## src/rtl/map_pkg.sv

```systemverilog
// Shared definitions for the map stage and its list_fold back end.
//   element_t    : (value, pointer) pair used for list cells in map.
//   fold_op_e    : fold operator selector sampled with the head pointer.
//   fold_state_e : list_fold controller states.
//   NIL_IDX      : index of the Nil sentinel cell.
package map_pkg;

    localparam int ELEM_DATA_W = 32;
    localparam int ELEM_PTR_W  = 8;
    localparam int NIL_IDX     = 0;

    typedef struct packed {
        logic [ELEM_DATA_W-1:0] value;
        logic [ELEM_PTR_W-1:0]  ptr;
    } element_t;

    typedef enum logic [1:0] {
        FOLD_SUM   = 2'b00,
        FOLD_MAX   = 2'b01,
        FOLD_COUNT = 2'b10,
        FOLD_XOR   = 2'b11
    } fold_op_e;

    typedef enum logic [1:0] {
        ST_IDLE = 2'b00,
        ST_WALK = 2'b01,
        ST_DONE = 2'b10
    } fold_state_e;

endpackage

```

## src/rtl/list_fold_mem.sv

```systemverilog
// Cell buffer for list_fold: DEPTH x DATA_W register file with one
// synchronous write port and one combinational read port.
//   clk     : clock
//   wr_en   : write strobe
//   wr_idx  : write index
//   wr_data : write value
//   rd_idx  : read index
//   rd_data : read value (combinational from rd_idx)
module list_fold_mem #(
    parameter int DEPTH  = 8,
    parameter int DATA_W = 32,
    parameter int PTR_W  = $clog2(DEPTH)
) (
    input  logic              clk,
    input  logic              wr_en,
    input  logic [PTR_W-1:0]  wr_idx,
    input  logic [DATA_W-1:0] wr_data,
    input  logic [PTR_W-1:0]  rd_idx,
    output logic [DATA_W-1:0] rd_data
);

    // Contents are deliberately not reset; every cell is written before use.
    logic [DATA_W-1:0] mem_q [DEPTH];

    always_ff @(posedge clk) begin
        if (wr_en) begin
            mem_q[wr_idx] <= wr_data;
        end
    end

    assign rd_data = mem_q[rd_idx];

endmodule

```

## src/rtl/list_fold.sv

```systemverilog
// list_fold: buffers result-list cells written by map, then on receipt of
// the final list pointer walks cells head_ptr-1 down to 1 and reduces them
// with the selected operator. The result leaves on a ready/valid channel.
//   clk, rst                           : clock, synchronous active-high reset
//   cell_valid/cell_ready/idx/data     : cell write channel (IDLE only)
//   head_valid/head_ready/head_ptr/op  : list length (incl. Nil) + operator
//   res_valid/res_ready                : result handshake
//   res_data, res_len, res_err         : folded value, cells folded, bad head
module list_fold
    import map_pkg::*;
#(
    parameter int DEPTH  = 8,
    parameter int DATA_W = 32,
    parameter int PTR_W  = $clog2(DEPTH)
) (
    input  logic              clk,
    input  logic              rst,
    input  logic              cell_valid,
    output logic              cell_ready,
    input  logic [PTR_W-1:0]  cell_idx,
    input  logic [DATA_W-1:0] cell_data,
    input  logic              head_valid,
    output logic              head_ready,
    input  logic [PTR_W:0]    head_ptr,
    input  logic [1:0]        op,
    output logic              res_valid,
    input  logic              res_ready,
    output logic [DATA_W-1:0] res_data,
    output logic [PTR_W:0]    res_len,
    output logic              res_err
);

    localparam logic [PTR_W:0]   HEAD_MAX  = (PTR_W + 1)'(DEPTH);
    localparam logic [PTR_W-1:0] LAST_IDX  = PTR_W'(NIL_IDX + 1);

    fold_state_e       state_q, state_d;
    fold_op_e          op_q, op_d;
    logic [DATA_W-1:0] acc_q, acc_d;
    logic [PTR_W:0]    len_q, len_d;
    logic [PTR_W-1:0]  p_q, p_d;
    logic              err_q, err_d;

    logic              cell_wr;
    logic [DATA_W-1:0] rd_data;

    function automatic logic [DATA_W-1:0] fold_step(
        input fold_op_e          f,
        input logic [DATA_W-1:0] a,
        input logic [DATA_W-1:0] x
    );
        logic [DATA_W-1:0] r;
        case (f)
            FOLD_SUM:   r = a + x;
            FOLD_MAX:   r = (x > a) ? x : a;
            FOLD_COUNT: r = a + DATA_W'(1);
            FOLD_XOR:   r = a ^ x;
            default:    r = a;
        endcase
        return r;
    endfunction

    list_fold_mem #(
        .DEPTH  (DEPTH),
        .DATA_W (DATA_W),
        .PTR_W  (PTR_W)
    ) u_mem (
        .clk     (clk),
        .wr_en   (cell_wr),
        .wr_idx  (cell_idx),
        .wr_data (cell_data),
        .rd_idx  (p_q),
        .rd_data (rd_data)
    );

    always_comb begin
        state_d = state_q;
        op_d    = op_q;
        acc_d   = acc_q;
        len_d   = len_q;
        p_d     = p_q;
        err_d   = err_q;
        cell_wr = 1'b0;
        case (state_q)
            ST_IDLE: begin
                // A cell written on the same edge as the head is accepted is
                // already in the buffer when the walk reads it next cycle.
                cell_wr = cell_valid;
                if (head_valid) begin
                    op_d  = fold_op_e'(op);
                    acc_d = '0;
                    len_d = '0;
                    if (head_ptr == '0 || head_ptr > HEAD_MAX) begin
                        err_d   = 1'b1;
                        state_d = ST_DONE;
                    end else if (head_ptr == (PTR_W + 1)'(1)) begin
                        state_d = ST_DONE;
                    end else begin
                        p_d     = PTR_W'(head_ptr - (PTR_W + 1)'(1));
                        state_d = ST_WALK;
                    end
                end
            end
            ST_WALK: begin
                acc_d = fold_step(op_q, acc_q, rd_data);
                len_d = len_q + (PTR_W + 1)'(1);
                if (p_q == LAST_IDX) begin
                    state_d = ST_DONE;
                end else begin
                    p_d = p_q - PTR_W'(1);
                end
            end
            ST_DONE: begin
                if (res_ready) begin
                    err_d   = 1'b0;
                    state_d = ST_IDLE;
                end
            end
            default: state_d = ST_IDLE;
        endcase
    end

    always_ff @(posedge clk) begin
        if (rst) begin
            state_q <= ST_IDLE;
            op_q    <= FOLD_SUM;
            acc_q   <= '0;
            len_q   <= '0;
            p_q     <= '0;
            err_q   <= 1'b0;
        end else begin
            state_q <= state_d;
            op_q    <= op_d;
            acc_q   <= acc_d;
            len_q   <= len_d;
            p_q     <= p_d;
            err_q   <= err_d;
        end
    end

    // All handshake outputs decode the state register only, so res_ready
    // has no combinational route to cell_ready or head_ready.
    assign cell_ready = (state_q == ST_IDLE);
    assign head_ready = (state_q == ST_IDLE);
    assign res_valid  = (state_q == ST_DONE);
    assign res_data   = acc_q;
    assign res_len    = len_q;
    assign res_err    = err_q;

endmodule

```

## config.mk

```make
export PLATFORM = sky130hd
export DESIGN_NAME = list_fold
export DESIGN_NICKNAME = d
export VERILOG_FILES = /design/src/rtl/map_pkg.sv /design/src/rtl/list_fold_mem.sv /design/src/rtl/list_fold.sv
export SDC_FILE = /design/constraint.sdc
export NUM_CORES = 1
export LEC_CHECK = 0
export BUFFER_PORTS_ARGS = -buffer_cell sky130_fd_sc_hd__buf_2
export CORE_UTILIZATION = 40
export CTS_CLUSTER_SIZE = 25
export DETAILED_ROUTE_END_ITERATION = 6
export PLACE_DENSITY = 0.59
export SYNTH_ARGS = -nofsm -noshare
export SYNTH_HDL_FRONTEND = slang
export SYNTH_SLANG_ARGS = --single-unit
```

## constraint.sdc

```tcl
create_clock -name clk -period 4.32 [get_ports clk]
set_input_delay 0 -clock clk [delete_from_list [all_inputs] [get_ports clk]]
set_output_delay 0 -clock clk [all_outputs]
set_load 0.005 [all_outputs]
```

==> results of run 1 <==
[registers in the layout, indices dropped and copies added, names as in the netlist, named ones only]
| register | cells |
|---|---|
| u_mem.mem_q | 256 |
| res_data | 32 |
| res_len | 4 |
| p_q | 3 |
| op_q | 2 |
| state_q | 2 |
| res_err | 1 |
[worst reg2reg max path, stage by stage (launching register included)]
cell	delay [ns]
dfxtp_4	0.39
buf_12	0.22
mux4_2	0.54
mux2_2	0.33
ha_1	0.32
nand4_1	0.13
nor4_2	0.49
a31oi_1	0.20
and2_1	0.20
a22oi_2	0.15
buf_4	0.36
and2_1	0.18
buf_4	0.24
a32oi_1	0.10
o21ai_1	0.11
[final timing paths]
| path | cells after the start | slack (ns) | endpoint |
|---|---|---|---|
| hold / removal | 3 | 0.09 | u_mem.mem_q[2][0]$_DFFE_PP_ |
| setup reg to reg | 14 | 0.28 | res_data[20]$_SDFFE_PP0P_ |
| hold reg to reg | 1 | 0.47 | res_len[3]$_SDFFE_PP0P_ |
| setup / recovery | 14 | 0.28 | res_data[20]$_SDFFE_PP0P_ |
[through the flow]
step,setup TNS (ns),cell area (um^2),total power [mW]
floorplan,0,15000,4.65
global placement,0,16000,5.12
detailed placement,-0.0889,16000,5.13
CTS,0,17400,7.56
global route,0,17500,7.86
finish,0,17500,7.51
[layer usage]
metal	GRT usage [%]	wire (um)
met5	0	0
met4	4.00	523
met3	3.06	1660
met2	31.6	17100
met1	25.9	16400
[cells by family after synthesis]
family | Yosys count
simple gates | 241
buf+inv | 99
xor+xnor | 24
mux | 104
compound gates | 223
fa+ha+maj | 84
flops | 303
[timing repair]
action / 4_1_cts / 5_1_grt
pin swaps: 0 / 0
hold endpoints to repair: 295 / 0
gates resized for setup: 1 / 4
hold buffers: 53 / 0
setup endpoints to repair: 8 / 18
[report_power, final]
part	internal, mW	switching [mW]
sequential	3.27	0.0472
combinational	0.792	1.02
clock	1.30	1.08
[area by class of cell]
type	instances	area [um^2]
Fill cell	3196	19200
Sequential cell	303	8640
Multi-Input combinational cell	676	5970
Timing Repair Buffer	164	1210
Clock buffer	35	791
Tap cell	468	586
Inverter	51	191
Clock inverter	15	81.3
Antenna cell	2	5.00
[cell usage in the layout (no fill, tap or decap), types with 8 or more instances in the layout]
master / netlist / routed
edfxtp_1: 256 / 256
buf_2: 8 / 85
ha_1: 83 / 83
nand2_1: 72 / 72
a21oi_1: 63 / 63
mux4_2: 60 / 60
dlygate4sd3_1: 0 / 53
inv_1: 51 / 51
nor2_1: 52 / 45
dfxtp_1: 47 / 42
nor2b_1: 37 / 37
clkbuf_16: 0 / 31
mux2_2: 30 / 30
o21ai_1: 28 / 28
buf_4: 3 / 21
o21ai_0: 19 / 19
o211ai_1: 15 / 15
xnor2_1: 14 / 14
nand4_1: 12 / 12
nand3_1: 11 / 11
nor3_1: 13 / 11
a21o_1: 11 / 11
a22oi_1: 12 / 11
a211oi_1: 10 / 10
xor2_1: 9 / 9
nand2b_1: 8 / 8
a32oi_1: 8 / 8
==> results_dict.tcl, run 1 <==
set metrics [dict create \
    firstDrtPassIters 5 \
    synthDistinctLibCells 72 \
    maxCapViolCount 0 \
    cp_data_arrival_time_ns 4.53 \
    drt_iter0_markers 603 \
    fin_crit_sh_pct 93.5 \
    synth_area_leader_cell "edfxtp_1" \
    cts_sinks 303 \
    postCtsSetupRepairBufs 0 \
    synth.most_common_cell "edfxtp_1" \
    path_delay_family "simple AND/OR/NAND/NOR gates" \
    crit_chain "buf_12 -> mux4_2 -> mux2_2 -> ha_1 -> nand4_1 -> nor4_2 -> a31oi_1 -> and2_1 -> a22oi_2 -> buf_4 -> and2_1 -> buf_4 -> a32oi_1 -> o21ai_1" \
    clkLatencyLatePin_ns 0.57 \
    start_kind "register" \
    synthAdderAreaFrac_pct 7.08 \
    synth_area_um2 15000 \
    cts_tree "yes" \
    drv_slew 0 \
    cts_made_buffers 31 \
    worst_clock_skew_ns 0.0130 \
    p_per_area_nw_per_um2 430 \
    yosys.area.top_type_share_pct 51.4 \
    synth_xor_area_share_pct 1.46 \
    slowest_delay_ns 0.52 \
    ys_ff_latch 303 \
    die_w_um 195 \
    setup_slack_ns 0.282 \
    synth_edf_count 256 \
    grt_pass1_vias 9460 \
    via_per_inst 5.47 \
    synth_flop_cell "edfxtp_1" \
    holdWs_ns 0.0874 \
    outcome "complete, no violations" \
    hold_viol 0 \
    syn_to_final_growth_pct 16.9 \
    path_buf_inv 3 \
    die-area_um2 38200 \
    clock-root-buffer "clkbuf_16" \
    grt_max_degree 67 \
    grt_pass1_wl_um 55400 \
    cp_slowest_cell "mux4_2" \
    finalNetCount 1357 \
    synth_common_cells "256 x edfxtp_1, 83 x ha_1, 72 x nand2_1, 63 x a21oi_1, 60 x mux4_2" \
    ant_nets 0 \
    dp_hpwl_um 23000 \
    yosysWarnings 0 \
    synthSimpleGateAreaFrac_pct 7.97 \
    drc 0 \
    synth_top_family_by_area "multiplexers" \
    io_pins 86 \
    synth_compound_area_share_pct 10.1 \
    rsz0062_at_grt "no" \
    overflow 0 \
    final-setup-viol-count 0 \
    grt_usage_pct 18.9 \
    async_flop_share_pct 0 \
    drive_above_1_share_pct 22.3 \
    synth_mux_area_share_pct 12.7 \
    wl_um 35700 \
    gp_congestion 0.882 \
    vdd_drop_max_mv 0.292 \
    hold_path_startpoint "cell_idx[0]" \
    fp-row-count 70 \
    syn_avg_cell_area_um2 13.9 \
    finish.utilization_pct 47.6 \
    p_leak_nw 6.08 \
    clock_path_buffers 3 \
    coreArea_um2 36700 \
    clk_pin_slew_worst_paths_ns 0.06 \
    end_kind "register" \
    antenna_found_initial 3 \
    htreeDepth 1 \
    yosys-top-cells-area "edfxtp_1 51%, mux4_2 9.0%, ha_1 6.9%" \
    io_buffers 85 \
    worst-setup-path-type "register to register" \
    dp_slack_ns -0.0288 \
    wire_per_inst_um 20.8 \
    critPathMaxFanout 29 \
    min_path_type "input port to register" \
    vias 9377 \
    fin_cells 1714 \
    slew_headroom_pct 38.4 \
    initial_core_util_pct 40.7 \
    tightest_slew_ns 0.922 \
    cp.required_ns 4.81 \
    syn_nets 1208 \
    synth_cells 1078 \
    ys_seq_area_share_pct 57.7 \
    dp.cells 1609 \
    fmax_mhz 248 \
    fin_crit_ns 4.04 \
    fp.dieH_um 195 \
]
(Power assumes the default switching activity.)
==> inputs of run 2 (changes only) <==
==> constraint.sdc (replaced) <==
create_clock -name clk -period 5.22 [get_ports clk]
set_input_delay 0 -clock clk [delete_from_list [all_inputs] [get_ports clk]]
set_output_delay 0 -clock clk [all_outputs]
set_load 0.005 [all_outputs]
==> run 2 against run 1 <==
Effect of this change:
- clock power down 4%
- clock skew up 0.012 ns
- combinational power down 19%
- highest routed layer unchanged
- global-route usage up 0.53 points
- largest cell class unchanged
- power down 13%
- flip-flop and latch count unchanged
==> results_dict.tcl, run 2 (same netlist as run 1, synthesis figures left out) <==
set metrics [dict create \
    clock-root-buffer "clkbuf_16" \
    final-setup-viol-count 0 \
    ant_nets 0 \
    clock_path_buffers 3 \
    initial_core_util_pct 40.7 \
    finish.utilization_pct 47.8 \
    vias 9362 \
    fmax_mhz 213 \
    end_kind "register" \
    io_buffers 85 \
    crit_top_cell "and2_1" \
    vdd_drop_max_mv 0.183 \
    fp.dieH_um 195 \
    overflow 0 \
    rsz0062_at_grt "no" \
    crit_chain "buf_4 -> mux4_2 -> mux2_2 -> ha_1 -> nand4_1 -> nor4_1 -> a31oi_1 -> and2_1 -> a22oi_2 -> and2_1 -> a22oi_1 -> o21ai_1" \
    critPathMaxFanout 17 \
    cp_slowest_cell "and2_1" \
    clk_pin_slew_worst_paths_ns 0.06 \
    endpoint "res_data[28]$_SDFFE_PP0P_" \
    io_pins 86 \
    die_w_um 195 \
    drc 0 \
    p_leak_nw 6.11 \
    worst_clock_skew_ns 0.0249 \
    hold_viol 0 \
    slowest_delay_ns 0.67 \
    path_buf_inv 1 \
    layout_common_cells "256 x edfxtp_1, 85 x buf_2, 83 x ha_1" \
    syn_to_final_growth_pct 17.4 \
    fp-row-count 70 \
    reg2reg_to "res_data[28]$_SDFFE_PP0P_" \
    grt_max_degree 67 \
    tightest_slew_ns 0.819 \
    worst-path-stages 12 \
    outcome "complete, no violations" \
    fin_crit_sh_pct 89.9 \
    cp_data_arrival_time_ns 5.14 \
    cts_made_buffers 35 \
    cts_tree "yes" \
    path_delay_family "simple AND/OR/NAND/NOR gates" \
    fin_crit_ns 4.70 \
    grt_pass1_wl_um 56300 \
    gp_congestion 0.869 \
    via_per_inst 5.45 \
    drt_iter0_markers 575 \
    die-area_um2 38200 \
    top_register "u_mem.mem_q" \
    grt_usage_pct 19.4 \
    fin_setup_tns_ns 0 \
    dp_hpwl_um 23400 \
    drive_above_1_share_pct 22.4 \
    finalNetCount 1354 \
    start_kind "register" \
    clkLatencyLatePin_ns 0.53 \
    worst-setup-path-type "register to register" \
    postCtsSetupRepairBufs 0 \
    cts_sinks 303 \
    drv_slew 0 \
    coreArea_um2 36700 \
    slew_headroom_pct 45.4 \
    maxCapViolCount 0 \
    min_path_type "input port to register" \
    worstRegToRegCells 12 \
    rrSetupSlack_ns 0.52 \
    grt_pass1_vias 9540 \
    final_common_cell "edfxtp_1" \
    p_per_area_nw_per_um2 371 \
    cp.required_ns 5.67 \
    largest_reg_flops 256 \
    wl_um 36300 \
    wire_per_inst_um 21.1 \
    antenna_found_initial 2 \
    firstDrtPassIters 5 \
    htreeDepth 2 \
]
==> run 2: changes by cell type in the layout (fill, tap and decap cells not counted), moves of 2 or more <==
cell           previous run  this run
buf_12                    5         3
nor4_2                    2         0
clkinvlp_4                0         5
clkbuf_16                31        37
nor4_1                    5         7
buf_4                    21        19
dlygate4sd3_1            53        50
clkbuf_1                  4         6
==> run 2: area by class of cell <==
type / count / area, um^2
clock inverter: 18 / 114
sequential: 303 / 8640
fill: 3170 / 19200
tap: 468 / 586
antenna: 2 / 5.00
multi-input combinational: 676 / 5940
clock buffer: 43 / 948
timing repair buffer: 157 / 1130
inverter: 51 / 191
==> run 2: routing by layer <==
metal,global-route usage [%],part of all wire (%),vias up
li1,-,-,4486
met1,26.7,47,4625
met2,31.6,47,198
met3,3.44,4.2,53
met4,5.63,2.3,0
met5,0,0,-
==> run 2: timing repair <==
| item | in CTS | in global routing |
|---|---|---|
| hold endpoints to repair | 284 | 0 |
| resized for setup | 0 | 0 |
| hold buffers | 50 | 0 |
==> run 2: where the power goes <==
part,internal [mW],switching [mW]
registers,2.71,0.0615
logic,0.643,0.822
clock network,1.30,0.977
total,4.65,1.86
==> run 2: worst min-delay path by stage <==
stage	start	endpoint	slack, ns	cells past startpoint
2_1_floorplan	cell_data[0]	u_mem.mem_q[0][0]$_DFFE_PP_	0.1	0
3_3_place_gp	cell_data[20]	u_mem.mem_q[6][20]$_DFFE_PP_	0.27	1
3_5_place_dp	op[1]	op_q[1]$_SDFFE_PP0P_	0.27	3
4_1_cts	cell_idx[0]	u_mem.mem_q[5][30]$_DFFE_PP_	0.1	3
5_1_grt	cell_idx[0]	u_mem.mem_q[5][30]$_DFFE_PP_	0.11	3
6_report	cell_idx[0]	u_mem.mem_q[5][30]$_DFFE_PP_	0.11	3
==> run 2: through the flow <==
step           setup slack, ns  instances  power, mW  area, um^2  hold WS, ns
4_1_cts                  0.523       1716       6.57       17500       0.0977
6_report                 0.525       1718       6.51       17500        0.109
2_1_floorplan             1.47       1078       3.85       15000       0.0989
3_3_place_gp             0.488       1605       4.23       16000        0.269
5_1_grt                  0.322       1716       6.80       17500        0.109
3_5_place_dp             0.529       1605       4.24       16000        0.267
==> run 2: worst min-delay path, stage by stage <==
cell and delay (ns):
buf_2 0.10, nand3_1 0.28, nor2_4 0.09
